**src/rtl/piso_serializer_if.sv**
```systemverilog
// Load handshake and serial output bundle for piso_serializer.
interface piso_serializer_if #(
    parameter int unsigned WIDTH = 4
) ();
    logic             load_valid;
    logic             load_ready;
    logic [WIDTH-1:0] d;
    logic             shift_en;
    logic             serial_out;
    logic             serial_valid;
    logic             busy;
    logic             done;

    modport master (
        output load_valid, d, shift_en,
        input  load_ready, serial_out, serial_valid, busy, done
    );

    modport slave (
        input  load_valid, d, shift_en,
        output load_ready, serial_out, serial_valid, busy, done
    );
endinterface

```
**src/rtl/piso_serializer.sv**
```systemverilog
// Parallel-in serial-out transmitter: captures a word on a valid/ready handshake and
// shifts it out one bit per enabled clock, with a valid strobe and end-of-word done pulse.
module piso_serializer #(
    parameter int unsigned WIDTH      = 4,
    parameter bit          MSB_FIRST  = 1'b1,
    parameter bit          IDLE_LEVEL = 1'b0
) (
    input logic               clk_i,
    input logic               rst_ni,
    piso_serializer_if.slave  bus_io
);
    localparam int unsigned     CntW    = $clog2(WIDTH);
    localparam logic [CntW-1:0] LastCnt = CntW'(WIDTH - 1);

    typedef enum logic [0:0] {StIdle, StShift} state_e;

    state_e           state_q, state_d;
    logic [WIDTH-1:0] shreg_q, shreg_d;
    logic [CntW-1:0]  cnt_q, cnt_d;
    logic             serial_out_q, serial_out_d;
    logic             serial_valid_q, serial_valid_d;
    logic             done_q, done_d;
    logic             load_ready;

    assign load_ready          = (state_q == StIdle) && rst_ni;
    assign bus_io.load_ready   = load_ready;
    assign bus_io.busy         = (state_q == StShift);
    assign bus_io.serial_out   = serial_out_q;
    assign bus_io.serial_valid = serial_valid_q;
    assign bus_io.done         = done_q;

    always_comb begin
        state_d        = state_q;
        shreg_d        = shreg_q;
        cnt_d          = cnt_q;
        serial_out_d   = serial_out_q;
        serial_valid_d = serial_valid_q;
        done_d         = 1'b0;
        unique case (state_q)
            StIdle: begin
                serial_out_d   = IDLE_LEVEL;
                serial_valid_d = 1'b0;
                if (bus_io.load_valid && load_ready) begin
                    state_d        = StShift;
                    shreg_d        = bus_io.d;
                    cnt_d          = '0;
                    serial_out_d   = MSB_FIRST ? bus_io.d[WIDTH-1] : bus_io.d[0];
                    serial_valid_d = 1'b1;
                end
            end
            StShift: begin
                if (bus_io.shift_en) begin
                    if (cnt_q == LastCnt) begin
                        state_d        = StIdle;
                        serial_out_d   = IDLE_LEVEL;
                        serial_valid_d = 1'b0;
                        done_d         = 1'b1;
                    end else begin
                        cnt_d = cnt_q + CntW'(1);
                        // The bit adjacent to the output end becomes the next serial bit.
                        if (MSB_FIRST) begin
                            shreg_d      = {shreg_q[WIDTH-2:0], 1'b0};
                            serial_out_d = shreg_q[WIDTH-2];
                        end else begin
                            shreg_d      = {1'b0, shreg_q[WIDTH-1:1]};
                            serial_out_d = shreg_q[1];
                        end
                    end
                end
            end
            default: state_d = StIdle;
        endcase
    end

    always_ff @(posedge clk_i) begin
        if (!rst_ni) begin
            state_q        <= StIdle;
            shreg_q        <= '0;
            cnt_q          <= '0;
            serial_out_q   <= IDLE_LEVEL;
            serial_valid_q <= 1'b0;
            done_q         <= 1'b0;
        end else begin
            state_q        <= state_d;
            shreg_q        <= shreg_d;
            cnt_q          <= cnt_d;
            serial_out_q   <= serial_out_d;
            serial_valid_q <= serial_valid_d;
            done_q         <= done_d;
        end
    end
endmodule

```
**src/flat_wrapper.sv**
```systemverilog
// flat-port wrapper written by rule: the top's interface ports become plain ports
module piso_serializer_flat 
#(
    parameter int unsigned WIDTH      = 4,
    parameter bit          MSB_FIRST  = 1'b1,
    parameter bit          IDLE_LEVEL = 1'b0
)
  (clk_i, rst_ni, bus_io_load_valid, bus_io_d, bus_io_shift_en, bus_io_load_ready, bus_io_serial_out, bus_io_serial_valid, bus_io_busy, bus_io_done);
  piso_serializer_if #(.WIDTH(WIDTH)) bus_io_i ();
  input logic clk_i;
  input logic rst_ni;
  input wire logic [$bits(bus_io_i.load_valid)-1:0] bus_io_load_valid;
  input wire logic [$bits(bus_io_i.d)-1:0] bus_io_d;
  input wire logic [$bits(bus_io_i.shift_en)-1:0] bus_io_shift_en;
  output wire logic [$bits(bus_io_i.load_ready)-1:0] bus_io_load_ready;
  output wire logic [$bits(bus_io_i.serial_out)-1:0] bus_io_serial_out;
  output wire logic [$bits(bus_io_i.serial_valid)-1:0] bus_io_serial_valid;
  output wire logic [$bits(bus_io_i.busy)-1:0] bus_io_busy;
  output wire logic [$bits(bus_io_i.done)-1:0] bus_io_done;
  assign bus_io_i.load_valid = bus_io_load_valid;
  assign bus_io_i.d = bus_io_d;
  assign bus_io_i.shift_en = bus_io_shift_en;
  assign bus_io_load_ready = bus_io_i.load_ready;
  assign bus_io_serial_out = bus_io_i.serial_out;
  assign bus_io_serial_valid = bus_io_i.serial_valid;
  assign bus_io_busy = bus_io_i.busy;
  assign bus_io_done = bus_io_i.done;
  piso_serializer #(.WIDTH(WIDTH), .MSB_FIRST(MSB_FIRST), .IDLE_LEVEL(IDLE_LEVEL)) u_core (.clk_i(clk_i), .rst_ni(rst_ni), .bus_io(bus_io_i));
endmodule
```
**config.mk**
```make
export PLATFORM = sky130hd
export DESIGN_NAME = piso_serializer_flat
export DESIGN_NICKNAME = d
export VERILOG_FILES = /design/src/rtl/piso_serializer_if.sv /design/src/rtl/piso_serializer.sv /design/src/flat_wrapper.sv
export SDC_FILE = /design/constraint.sdc
export NUM_CORES = 1
export LEC_CHECK = 0
export ABC_CLOCK_PERIOD_IN_PS = 1400
export CAP_MARGIN = 10
export CORE_AREA = 2 2 39 41
export DETAILED_ROUTE_END_ITERATION = 10
export DIE_AREA = 0 0 41 43
export GPL_TIMING_DRIVEN = 1
export HOLD_SLACK_MARGIN = 0.15
export PLACE_DENSITY = 0.56
export SYNTH_ARGS = -nofsm -noshare
export SYNTH_HDL_FRONTEND = slang
export SYNTH_SLANG_ARGS = --single-unit
```
**constraint.sdc**
```tcl
create_clock -name clk_i -period 1.4 [get_ports clk_i]
set_clock_uncertainty 0.15 [all_clocks]
set_input_delay 0.35 -clock clk_i [delete_from_list [all_inputs] [get_ports clk_i]]
set_output_delay 0.35 -clock clk_i [all_outputs]
set_load 0.05 [all_outputs]
```
==> reports/metrics.csv <==
stage;metric;value;unit
outcome;status;finished with violations;
outcome;violated checks;setup timing;
clock_tree;CTS tree;yes;
detailed_routing;total iterations of the first detailed-routing run;4;
yosys;asr flop ratio synth;0;
detailed_routing;DRT Wirelength;941;um
final_layout;total of fill cells in the finished design;144;
timing;Final Hold Fails;0;
yosys;largest family of logic cells by synthesized area;simple AND/OR/NAND/NOR gates;
power_and_ir_drop;Clk pwr share;0.318;
floorplan;Die Ht;43;um
yosys;Syn Inst Count;44;
yosys;count leader, synth;dfxtp_1;
yosys;Avg Cell Area, Syn;9.73;sq um
yosys;Distinct cells, synth;20;
worst_setup_path;Worst Path Arrival;1470;ps
yosys;Synth Cell Area;428;sq um
global_route;first-pass GRT wire length;1500;um
worst_setup_path;worst path cell trace;ha_1 -> nand3b_4 -> a211oi_1 -> a41o_1;
yosys;post-synthesis compound-gate area fraction;0.170;
worst_setup_path;crit path launch type;flop;
floorplan;Initial Util;0.309;
detailed_routing;DR vias;408;
worst_setup_path;largest fanout on the critical path;5;
global_route;vias in the first global route;346;
power_and_ir_drop;Net Sw Power;183;uW
yosys;synth top area cells;dfxtp_1 42%, nand2_1 5.3%, a41o_1 4.7%;
final_layout;Area Overhead vs Synth;62.6;%
timing;Max-slew headroom;0.820;
timing;Final Max Tran Viols;0;
timing;RSZ-0062 raised after global routing;yes;
timing;final critical-path setup slack;-14.2;ps
global_route;met1 Use GR;0.178;
clock_tree;CTS H-tree lvls;1;
timing;worst slew pin tran;270;ps
clock_tree;Worst-path clk slew;70;ps
timing;endpoints failing setup;1;
yosys;mux cell area share after synthesis;0.0468;
place;IO Port Bufs;12;
final_layout;Layout Cell Area excl Fill;696;sq um
final_layout;share of cells above drive strength 1;0.333;
clock_tree;hold_buf cts;0;
detailed_routing;Routed Antenna Nets;0;
worst_setup_path;critical path capture point type;flop;
power_and_ir_drop;Power per Cell Area;932;nW/um^2
timing;Hold Slack;326;ps
floorplan;core area;1380;sq um
detailed_routing;Vias/cell;4.98;
power_and_ir_drop;switching share of power;0.283;
worst_setup_path;slowest stage delay, CP;330;ps
timing;fmax;0.707;GHz
detailed_routing;WL per Instance;11.5;um
yosys;Post-Synth Simple-Gate Area;0.281;
place;RePlAce Congestion;0.654;
hold_path;Min-Delay Path Class;flop to flop;
global_route;GR Util met2;0.169;
floorplan;die area;1760;sq um
power_and_ir_drop;Seq pwr share;0.440;
floorplan;num ports;13;
yosys;post-synth top area share;0.421;
clock_tree;clk sinks;9;
power_and_ir_drop;Comb pwr share;0.242;
yosys;Post-synth EDFFs;0;
place;dpl cell area;646;sq um
global_route;global-route track usage on met3;0.0314;
worst_setup_path;CP max-delay cell;dfxtp_1;
final_layout;Inserted Diodes;0;
clock_tree;cts bufs inserted;3;
job;Max Cap Viol;0;
place;Final HPWL DP;647;um
worst_setup_path;critical path class;flop to flop;
global_route;GRT Total Usage;0.127;
yosys;Post-Synth Adder-Cell Area;0.0292;
yosys;main flop type after synthesis;dfxtp_1;
yosys;YS warnings;0;
yosys;largest area contributor in the netlist;dfxtp_1;
global_route;initial antenna violation count;0;
yosys;XOR/XNOR share of the synthesized area;0;
yosys;Seq cells post-synth;9;
clock_tree;clk buf depth;2;
power_and_ir_drop;Peak supply drop;0.000480;V
global_route;gr busiest metal;met1;
worst_setup_path;worst path required time;1450;ps
yosys;sequential fraction of the synthesis area;0.421;
power_and_ir_drop;Cell Int Power;465;uW
global_route;pin count of the biggest net entering global routing;13;
detailed_routing;Iteration-0 DRC Markers;2;
floorplan;Die Wd;41;um
global_route;grt ovf;0;
worst_setup_path;crit-path leading delay family;compound AO/OA/AOI/OAI gates;
power_and_ir_drop;LEAKAGE;0.000302;uW
yosys;syn_nets;53;
clock_tree;latest clock arrival within the worst-skew pair;260;ps
timing;post-route minimum period;1410;ps
clock_tree;root buffer cell;clkbuf_4;
floorplan;number of core rows;14;
worst_setup_path;WP buf/inv;0;
final_layout;Layout Nets;76;
timing;final worst-path cycle share;1.01;
yosys;Post-synth top cells;9 x dfxtp_1, 6 x nand2_1, 3 x nand2b_1, 3 x nor2_1, 3 x o22ai_1;
detailed_routing;# DRC;0;
-- cells in the final DEF, fill, tap and decap left out, drive strengths merged, types with 2 or more instances in the layout --
| cell type | n |
|---|---|
| a211oi | 2 |
| a21oi | 2 |
| a41o | 2 |
| buf | 13 |
| clkbuf | 4 |
| clkdlybuf4s50 | 5 |
| dfxtp | 9 |
| mux2i | 2 |
| nand2 | 6 |
| nand2b | 4 |
| nand3b | 3 |
| nor2 | 3 |
| o22ai | 3 |
-- per-layer routing --
layer	routed length (um)	up-vias
li1	-	203
met1	406	177
met2	434	22
met3	74	6
met4	26	0
met5	0	-
-- layout make-up --
| cell class | count | area, sq um | share of cell area |
|---|---|---|---|
| inverter | 1 | 3.75 | 0.00540 |
| multi-input combinational | 32 | 233 | 0.335 |
| timing repair buffer | 20 | 229 | 0.329 |
| sequential | 9 | 184 | 0.264 |
| tap | 16 | 20.0 | 0.0288 |
| clock buffer | 4 | 26.3 | 0.0378 |
-- power groups by stage --
| stage | registers (uW) | logic (uW) | clock network (uW) |
|---|---|---|---|
| after floorplan | 305 | 62.5 | 0 |
| after global placement | 295 | 146 | 0 |
| after detailed placement | 295 | 146 | 0 |
| after CTS | 289 | 145 | 210 |
| after global routing | 287 | 168 | 225 |
| final | 285 | 157 | 206 |
-- tightest hold or removal path, stage by stage (launching register included) --
cell and delay [ps]:
dfxtp_1 310, nand2_1 50, o22ai_1 70
-- timing repair --
action / 4_1_cts / 5_1_grt
endpoints found under the setup margin: 4 / 4
gates resized for setup: 4 / 1
pin swaps: 1 / 0
setup buffers: 0 / 3
-- final timing paths --
check	end	cells past startpoint	slack [ps]	start
worst min-delay path	u_core.shreg_q[0]$_SDFFE_PN0P_	2	330	u_core.shreg_q[0]$_SDFFE_PN0P_
worst min register to register	u_core.shreg_q[0]$_SDFFE_PN0P_	2	330	u_core.shreg_q[0]$_SDFFE_PN0P_
worst max register to register	u_core.shreg_q[2]$_SDFFE_PN0P_	4	-10	u_core.cnt_q[0]$_SDFFE_PN0P_
worst max-delay path	u_core.shreg_q[2]$_SDFFE_PN0P_	4	-10	u_core.cnt_q[0]$_SDFFE_PN0P_
-- sequential cells by signal (all words and copies together), names as in the netlist --
register                    count
u_core.bus_io.busy              1
u_core.bus_io.serial_out        1
u_core.bus_io.serial_valid      1
u_core.cnt_q                    2
u_core.shreg_q                  3
u_core.bus_io.done              1
-- per-stage QoR --
step / worst slack, ps / setup TNS [ps] / total power (uW) / utilization / cells
after CTS: -38.3 / -38.3 / 644 / 0.486 / 79
after global routing: -81.9 / -190 / 680 / 0.503 / 82
final: -14.2 / -14.2 / 648 / 0.503 / 82
after detailed placement: -295 / -2310 / 441 / 0.467 / 75
after floorplan: 27.5 / 0 / 368 / - / 44
after global placement: -286 / -2230 / 441 / 0.467 / 75
-- kinds of logic after synthesis --
family          count (synthesis)
flops                           9
buf+inv                         3
fa+ha+maj                       1
compound gates                 10
simple gates                   19
mux                             2
Power figures use the tool's default switching activity.
